<file path="src/rtl/divider_controller_if.sv">
// Configuration, run-control and status bundle for divider_controller.
// The master side offers configuration and run commands; the slave is the divider.
interface divider_controller_if #(
  parameter int CW = 32
);
  logic          cfg_valid;
  logic          cfg_ready;
  logic [CW-1:0] cfg_period;
  logic [15:0]   cfg_count;
  logic          start;
  logic          stop;
  logic          out;
  logic          tick;
  logic          busy;
  logic          done;

  modport master (
    output cfg_valid, cfg_period, cfg_count, start, stop,
    input  cfg_ready, out, tick, busy, done
  );

  modport slave (
    input  cfg_valid, cfg_period, cfg_count, start, stop,
    output cfg_ready, out, tick, busy, done
  );
endinterface

</file>
<file path="src/rtl/divider_controller.sv">
// Programmable clock divider: toggles out every period+1 cycles, for a fixed
// number of toggles or continuously, with a one-cycle done pulse on completion.
module divider_controller #(
  parameter int          CW         = 32,
  parameter int unsigned DEF_PERIOD = 50000000
) (
  input logic              clk,
  input logic              reset,
  divider_controller_if.slave bus
);

  typedef enum logic [1:0] {
    IDLE = 2'd0,
    RUN  = 2'd1,
    DONE = 2'd2
  } state_t;

  state_t        state_q;
  logic [CW-1:0] period_q;
  logic [15:0]   count_q;
  logic [CW-1:0] intCount_q;
  logic [15:0]   remaining_q;
  logic          out_q;
  logic          tick_q;
  logic          done_q;

  // A zero period would make every cycle terminal, so it is promoted to 1.
  logic [CW-1:0] period_d;
  logic [15:0]   remaining_d;

  assign period_d    = (bus.cfg_period == '0) ? CW'(1) : bus.cfg_period;
  assign remaining_d = bus.cfg_valid ? bus.cfg_count : count_q;

  always_ff @(posedge clk or posedge reset) begin
    if (reset) begin
      state_q     <= IDLE;
      period_q    <= CW'(DEF_PERIOD);
      count_q     <= '0;
      intCount_q  <= '0;
      remaining_q <= '0;
      out_q       <= 1'b0;
      tick_q      <= 1'b0;
      done_q      <= 1'b0;
    end else begin
      tick_q <= 1'b0;
      done_q <= 1'b0;
      unique case (state_q)
        IDLE: begin
          if (bus.cfg_valid) begin
            period_q <= period_d;
            count_q  <= bus.cfg_count;
          end
          if (bus.start) begin
            state_q     <= RUN;
            intCount_q  <= '0;
            out_q       <= 1'b0;
            remaining_q <= remaining_d;
          end
        end
        RUN: begin
          // Stop takes priority over a coincident terminal cycle.
          if (bus.stop) begin
            state_q    <= IDLE;
            intCount_q <= '0;
          end else if (intCount_q == period_q) begin
            intCount_q <= '0;
            out_q      <= ~out_q;
            tick_q     <= 1'b1;
            if (count_q != '0) begin
              remaining_q <= remaining_q - 16'd1;
              if (remaining_q == 16'd1) begin
                state_q <= DONE;
                done_q  <= 1'b1;
              end
            end
          end else begin
            intCount_q <= intCount_q + CW'(1);
          end
        end
        DONE: begin
          state_q <= IDLE;
        end
        default: begin
          state_q <= IDLE;
        end
      endcase
    end
  end

  assign bus.cfg_ready = (state_q == IDLE);
  assign bus.busy      = (state_q == RUN);
  assign bus.out       = out_q;
  assign bus.tick      = tick_q;
  assign bus.done      = done_q;

endmodule

</file>
<file path="src/flat_wrapper.sv">
// flat-port wrapper written by rule: the top's interface ports become plain ports
module divider_controller_flat 
#(
  parameter int          CW         = 32,
  parameter int unsigned DEF_PERIOD = 50000000
)
  (clk, reset, bus_cfg_valid, bus_cfg_period, bus_cfg_count, bus_start, bus_stop, bus_cfg_ready, bus_out, bus_tick, bus_busy, bus_done);
  divider_controller_if #(.CW(CW)) bus_i ();
  input logic clk;
  input logic reset;
  input wire logic [$bits(bus_i.cfg_valid)-1:0] bus_cfg_valid;
  input wire logic [$bits(bus_i.cfg_period)-1:0] bus_cfg_period;
  input wire logic [$bits(bus_i.cfg_count)-1:0] bus_cfg_count;
  input wire logic [$bits(bus_i.start)-1:0] bus_start;
  input wire logic [$bits(bus_i.stop)-1:0] bus_stop;
  output wire logic [$bits(bus_i.cfg_ready)-1:0] bus_cfg_ready;
  output wire logic [$bits(bus_i.out)-1:0] bus_out;
  output wire logic [$bits(bus_i.tick)-1:0] bus_tick;
  output wire logic [$bits(bus_i.busy)-1:0] bus_busy;
  output wire logic [$bits(bus_i.done)-1:0] bus_done;
  assign bus_i.cfg_valid = bus_cfg_valid;
  assign bus_i.cfg_period = bus_cfg_period;
  assign bus_i.cfg_count = bus_cfg_count;
  assign bus_i.start = bus_start;
  assign bus_i.stop = bus_stop;
  assign bus_cfg_ready = bus_i.cfg_ready;
  assign bus_out = bus_i.out;
  assign bus_tick = bus_i.tick;
  assign bus_busy = bus_i.busy;
  assign bus_done = bus_i.done;
  divider_controller #(.CW(CW), .DEF_PERIOD(DEF_PERIOD)) u_core (.clk(clk), .reset(reset), .bus(bus_i));
endmodule
</file>
<file path="config.mk">
export PLATFORM = sky130hd
export DESIGN_NAME = divider_controller_flat
export DESIGN_NICKNAME = d
export VERILOG_FILES = /design/src/rtl/divider_controller_if.sv /design/src/rtl/divider_controller.sv /design/src/flat_wrapper.sv
export SDC_FILE = /design/constraint.sdc
export NUM_CORES = 1
export LEC_CHECK = 0
export ABC_AREA = 1
export CAP_MARGIN = 0
export CELL_PAD_IN_SITES_DETAIL_PLACEMENT = 0
export CELL_PAD_IN_SITES_GLOBAL_PLACEMENT = 1
export CORE_AREA = 2 2 118 120
export DETAILED_ROUTE_END_ITERATION = 7
export DIE_AREA = 0 0 120 122
export GPL_TIMING_DRIVEN = 0
export PLACE_DENSITY_LB_ADDON = 0.1
export SLEW_MARGIN = 20
export SYNTH_ARGS = -nofsm -noshare
export SYNTH_HDL_FRONTEND = slang
export SYNTH_SLANG_ARGS = --single-unit
</file>
<file path="constraint.sdc">
create_clock -name clk -period 5.7 [get_ports clk]
set_input_delay 1.14 -clock clk [delete_from_list [all_inputs] [get_ports clk]]
set_output_delay 1.14 -clock clk [all_outputs]
set_load 0.005 [all_outputs]
</file>
==> results of run 1 <==
[final cells by class]
type	instances	area [um2]	share of cell area [%]
Inverter	87	331.6	4.612
Clock inverter	2	35.03	0.4873
Buffer	24	118.9	1.653
Multi-Input combinational cell	572	3084	42.90
Sequential cell	101	2542	35.36
Timing Repair Buffer	57	588.1	8.180
Clock buffer	14	264.0	3.672
Tap cell	180	225.2	3.133
[power by group]
group          internal (W)  switching, W
clock network      0.000365      0.000267
registers          0.000866      0.000128
logic              0.000265      0.000341
total               0.00150      0.000735
[worst reg2reg max path, cell delays in order, from the launching register on]
cell,delay [ps]
dfrtp_1,420
xnor2_1,310
nand2_1,90
nor2_1,140
nand2_1,120
nor2_2,200
nand2_1,110
nand2_2,170
buf_2,260
a21oi_1,100
[per-stage QoR]
step                      area (um2)  util [%]  std cells  setup slack, ps  power, W
after floorplan                 6072         -        784             1933  0.001411
after global placement          6858     50.78       1020            275.4  0.001599
after detailed placement        6890     51.02       1021             2608  0.001616
after CTS                       7189     53.24       1037             2207  0.002258
after global routing            7189     53.24       1037             2092  0.002389
final                           7189     53.24       1037             2214  0.002231
[cell families after synthesis]
logic type      Yosys count  synth area share, %
simple gates            403                29.69
buf+inv                 111                7.336
flops                   101                41.87
compound gates           88                7.748
xor+xnor                 45                6.615
mux                      33                6.120
fa+ha+maj                 3               0.6182
[cells in the final DEF (no fill, tap or decap), types with 5 or more instances in the layout]
cell / n
nand4_1: 16
nand2_4: 5
inv_2: 8
nor3_1: 11
clkbuf_16: 9
clkdlybuf4s50_1: 56
nand2_1: 223
dfrtp_1: 89
xnor2_1: 24
buf_2: 8
dfstp_2: 12
mux2_2: 33
clkbuf_1: 13
o21ai_0: 46
nor4_1: 10
inv_1: 78
a21oi_1: 28
nor2_1: 76
nand3_1: 38
xor2_1: 20
nor2_2: 8
[state kept, by name, summed over array words and instances, names as in the netlist]
register / flops
u_core.remaining_q: 16
u_core.count_q: 16
u_core.bus.tick: 1
u_core.bus.out: 1
u_core.state_q: 2
u_core.period_q: 32
u_core.bus.done: 1
u_core.intCount_q: 32
[worst max path at each step]
stage                       from             endpoint  slack, ps  cells after the start
4_1_cts        u_core.state_q[1]             bus_busy       2210                      6
3_5_place_dp   u_core.state_q[1]             bus_busy       2610                      6
5_1_grt        u_core.state_q[1]             bus_busy       2090                      6
6_report       u_core.state_q[1]             bus_busy       2210                      6
2_1_floorplan              reset      u_core.bus.done       1930                      1
3_3_place_gp               reset  u_core.period_q[31]        280                      2
[per-layer routing]
metal / global-route usage, % / vias to the layer above
met5: 0 / -
met4: 10.59 / 0
met3: 5.243 / 32
met2: 39.99 / 115
met1: 27.33 / 2469
li1: - / 2646
==> metrics.md, run 1 <==
| Metric | Value |
|---|---|
| CTS buffer count | 9 |
| Ys flop type | dfrtp_1 |
| Final min period | 3486 ps |
| Iteration-0 DRC Markers | between 200 and 300 |
| Max clock buf depth | 2 |
| Met3 Wirelength | around 600 um |
| Hold Buf Count CTS | 0 |
| Post-synthesis sequential area ratio | a little over two fifths |
| Maximum VDD drop | between 0.3 and 0.4 mV |
| Count leader, synth | nand2_1 |
| Worst-path fanout max | 10 |
| Worst Max-Slew Pin Slew | 771.2 ps |
| Top-Level Pins | 58 |
| Worst EP arrival | 2350 ps |
| Final worst-path cycle share | roughly three fifths |
| Port bufs | 56 |
| Leakage | roughly 3.1 nW |
| RSZ-0062 raised after global routing | no |
| Cell taking the most area after synthesis | dfrtp_1 |
| CP max stage delay | around 600 ps |
| Synth warnings | 0 |
| Worst R2R Setup Slack | ~3600 ps |
| First-pass GRT wire length | between 20 and 30 mm |
| Crit. End Element | output port |
| Synth unique cells | 38 |
| Clock Latency Late Sink | about 350 ps |
| Maxcap violations | 0 |
| DR vias | approximately 5300 |
| Wire per inst | about 15 um |
| Status | finished, final reports clean |
| Post-DR vias/cell | between 5 and 6 |
| Hold Crit Class | reg2reg |
| CP Data Required Time | ~4600 ps |
| HPWL after DPL | around 12 mm |
| Site Rows | 43 |
| Die ar. | around 15000 um2 |
| Post-Synthesis Cells | between 700 and 800 |
| RD Place Congestion | around 0.88 |
| Hold path depth | 2 |
| Final hold slack | between 400 and 500 ps |
| Initial antenna violation count | 0 |
| Max Used Layer | met4 |
| Total clock sinks | between 100 and 150 |
| Remaining DRCs | 0 |
| Grt ovf | 0 |
| Worst slew margin | 48.11% |
| Largest net degree at the start of global routing | 57 |
| Max Fclk | between 200 and 300 MHz |
| Die height | ~120 um |
| DRT Pass-1 Iters | 5 |
| Clock root buffer | clkbuf_16 |
| Worst setup SP type | flop |
| #FFs+latches synth | roughly 100 |
| Final setup viols | 0 |
| Total Routing Usage GR | a little under a quarter |
| Synth Net Count | 840 |
| Start of the worst register-to-register path | u_core.intCount_q[3] |
| Pwr per Cell Area | slightly above 300 nW/um2 |
| RR Endpoint | u_core.intCount_q[16] |
| CP dominant cell by count | inv_2 |
| Vias in the first global route | 5171 |
| Path depth of the worst reg2reg path | 9 |
| Worst path top cell family by delay | buffers and inverters |
| Asr flop ratio synth | 100.0% |
| Cts repair resizes | 0 |
| Hold Crit Start | u_core.remaining_q[14] |
| Fillers | 1315 |
| Reg clk slew, reported paths | ~70 ps |
| CTS tree | yes |
| Antenna violation net count after detailed routing | 0 |
| TNS Setup | 0 ps |
| WHS Endpoint | u_core.remaining_q[14] |
| Worst path slowest cell | clkdlybuf4s50_1 |
| Die span in x | 120 um |
| Skew final | 10.41 ps |
| Core Region | between 10000 and 15000 um2 |
| Post-Route WL | 15.86 mm |
| Met1 wire length | 6.752 mm |
| Top cells by area, synth | dfrtp_1, nand2_1, mux2_2 |
| Buf+Inv Stages, Crit Path | 5 |
| Initial Util | roughly 45% |
| Commonest cells in the netlist | nand2_1, dfrtp_1, inv_1 |
| Fin nets | ~910 |
| Number of synthesized flops with an enable pin | 0 |
| Syn-to-layout area delta | 18.40% |
| Top cell type's share of synthesized area | 36.68% |
| WL met2 | about 8 mm |
| Syn Std Cell Area | 6072 um2 |
| Slew Limit Fails | 0 |
| Post-CTS Setup Bufs | 0 |
| Critical Path, Cell by Cell | inv_2 -> nand2_1 -> buf_2 -> inv_2 -> buf_1 -> clkdlybuf4s50_1 |
| Critical path class | reg2out |
| Layout cell share with drive strength beyond 1 | a little over an eighth |
| CTS H-tree depth | 3 |
| ANT cells | 0 |
| Mean Syn Cell Area | ~7.7 um2 |
| Fin. Hold Viols | 0 |
No activity file was read; power rests on OpenSTA's default activity.
==> run 2, diff against run 1 <==
Settings changed: CORE_AREA 2 2 118 120 to 2 2 128 130, DIE_AREA 0 0 120 122 to 0 0 130 132.
Clock period 5.7 ns to 3 ns, I/O delays scaled along.
==> run 2 against run 1 <==
Clock power grew 100%; clock skew shrank 2.0 ps; worst hold slack gained 16 ps; first-iteration DRC count shrank 9.3%; routed wire length grew 4.9%; count of clock-buffer cells in the layout shrank 2; flip-flop and latch count is the same; largest power group unchanged.
==> metrics.md, run 2 (synthesized netlist as in run 1, its figures left out) <==
| Metric | Value |
|---|---|
| Wire per inst | between 15 and 20 um |
| Post-Route WL | between 15 and 20 mm |
| Multi-input logic area | roughly 3000 um2 |
| Total Routing Usage GR | between 20% and 30% |
| Largest regs | u_core.intCount_q (32), u_core.period_q (32) |
| Most frequent cells in the layout | nand2_1, dfrtp_1, inv_1, nor2_1, clkdlybuf4s50_1 |
| Layout cell share with drive strength beyond 1 | approximately 13% |
| CP dominant cell by count | inv_2 |
| CTS buffer count | 9 |
| Fin. Hold Viols | 0 |
| RSZ-0062 raised after global routing | no |
| RR Endpoint | u_core.intCount_q[11] |
| Port bufs | 56 |
| Placed cells | 1059 |
| Max Fclk | 384.8 MHz |
| Worst setup SP type | flop |
| Critical Path Sink | bus_busy |
| DRT Pass-1 Iters | 5 |
| Max clock buf depth | 2 |
| RD Place Congestion | about 0.86 |
| Clock Latency Late Sink | 360 ps |
| Post-route setup slack | around 400 ps |
| ANT cells | 0 |
| CP max stage delay | roughly 570 ps |
| Final hold slack | between 400 and 500 ps |
| Reg clk slew, reported paths | ~70 ps |
| Crit. End Element | output port |
| Worst EP arrival | 2000 ps |
| Largest net degree at the start of global routing | 32 |
| CP Data Required Time | 2400 ps |
| Fillers | 1587 |
| DR vias | between 5000 and 6000 |
| Maximum VDD drop | 0.3448 mV |
| Setup WS pre-CTS | between 400 and 500 ps |
| Antenna violation net count after detailed routing | 0 |
| Final setup viols | 0 |
| Core Region | about 16000 um2 |
| Die ar. | around 17000 um2 |
| Skew final | about 8.4 ps |
| Top-Level Pins | slightly below 60 |
| Vias in the first global route | 5203 |
| Syn-to-layout area delta | 20.05% |
| Reg area | roughly 2500 um2 |
| Initial antenna violation count | 0 |
| Final worst-path cycle share | between 80% and 90% |
| CTS tree | yes |
| Path depth of the worst reg2reg path | 9 |
| Final min period | between 2000 and 3000 ps |
| Slew Limit Fails | 0 |
| Pwr per Cell Area | slightly below 600 nW/um2 |
| CTS H-tree depth | 3 |
| Iteration-0 DRC Markers | approximately 240 |
| Fin nets | around 910 |
| Start of the worst register-to-register path | u_core.intCount_q[3] |
| Total clock sinks | 101 |
| Die span in x | around 130 um |
| First-pass GRT wire length | roughly 27 mm |
| Die height | 132 um |
| Leakage | roughly 3.2 nW |
| Remaining DRCs | 0 |
| Cts repair resizes | 0 |
| Worst Max-Slew Pin Slew | roughly 760 ps |
| Hold Crit Class | reg2reg |
| Site Rows | 46 |
| Crit path launch | u_core.state_q[1] |
| Worst R2R Setup Slack | 960 ps |
| Critical Path, Cell by Cell | inv_2 -> nand2_1 -> buf_2 -> inv_2 -> clkdlybuf4s50_1 |
| Clock root buffer | clkbuf_16 |
| Initial Util | 38.64% |
| Grt ovf | 0 |
| Maxcap violations | 0 |
| HPWL after DPL | 13.09 mm |
| Critical path class | reg2out |
| TNS Setup | 0 ps |
| Worst path slowest cell | clkdlybuf4s50_1 |
| Power consumption | 0.004345 W |
| Worst slew margin | 48.75% |
| Non-filler cells in the finished layout | ~1100 |
| Commonest non-fill, non-tap cell in the layout | nand2_1 |
| Post-DR vias/cell | a little under 5 |
| Worst-path fanout max | 16 |
| Status | finished, final reports clean |
[run 2: final cells by class]
cell class,count,share of cell area (%)
multi-input cells,572,42.31
flip-flops and latches,101,34.88
repair buffers,59,8.617
inverters,87,4.531
well taps,216,3.708
clock buffers,12,3.381
plain buffers,23,1.579
clock inverters,4,0.9955
[run 2: metal layers]
metal | global-route usage [%] | part of all wire, % | vias to the layer above
li1 | - | - | 2656
met1 | 25.16 | 43 | 2484
met2 | 36.42 | 52 | 86
met3 | 4.464 | 3.6 | 13
met4 | 5.018 | 1.6 | 0
met5 | 0 | 0 | -
[run 2: worst max-delay path, delay by kind of cell (launching register included)]
family | cells | cell delay, ps
buffers and inverters | 4 | 1160
flip-flops | 1 | 400
AND/OR/NAND/NOR | 1 | 70
[run 2: how the worst min path moves through the flow]
stage	from	to	slack, ps	cells past startpoint
2_1_floorplan	u_core.remaining_q[14]	u_core.remaining_q[14]	440	2
3_3_place_gp	u_core.remaining_q[14]	u_core.remaining_q[14]	460	2
3_5_place_dp	u_core.remaining_q[14]	u_core.remaining_q[14]	480	2
4_1_cts	u_core.remaining_q[14]	u_core.remaining_q[14]	500	2
5_1_grt	u_core.remaining_q[14]	u_core.remaining_q[14]	550	2
6_report	u_core.remaining_q[14]	u_core.remaining_q[14]	490	2
[run 2: where the power goes]
| part | total, W | switching, W | internal (W) |
|---|---|---|---|
| combinational | 0.00117 | 0.000664 | 0.000507 |
| clock | 0.00129 | 0.000531 | 0.000754 |
| sequential | 0.00189 | 0.000243 | 0.00165 |
| total | 0.00434 | 0.00144 | 0.00291 |
[run 2: what timing repair did]
item / CTS / global route
setup endpoints to repair: 0 / 1
hold buffers: 0 / 0
setup buffers: 0 / 0
[run 2: through the flow]
step / cell area [um2] / util [%]
floorplan: 6076 / -
global placement: 6907 / 43.96
detailed placement: 6974 / 44.39
CTS: 7293 / 46.42
global route: 7289 / 46.39
finish: 7289 / 46.39
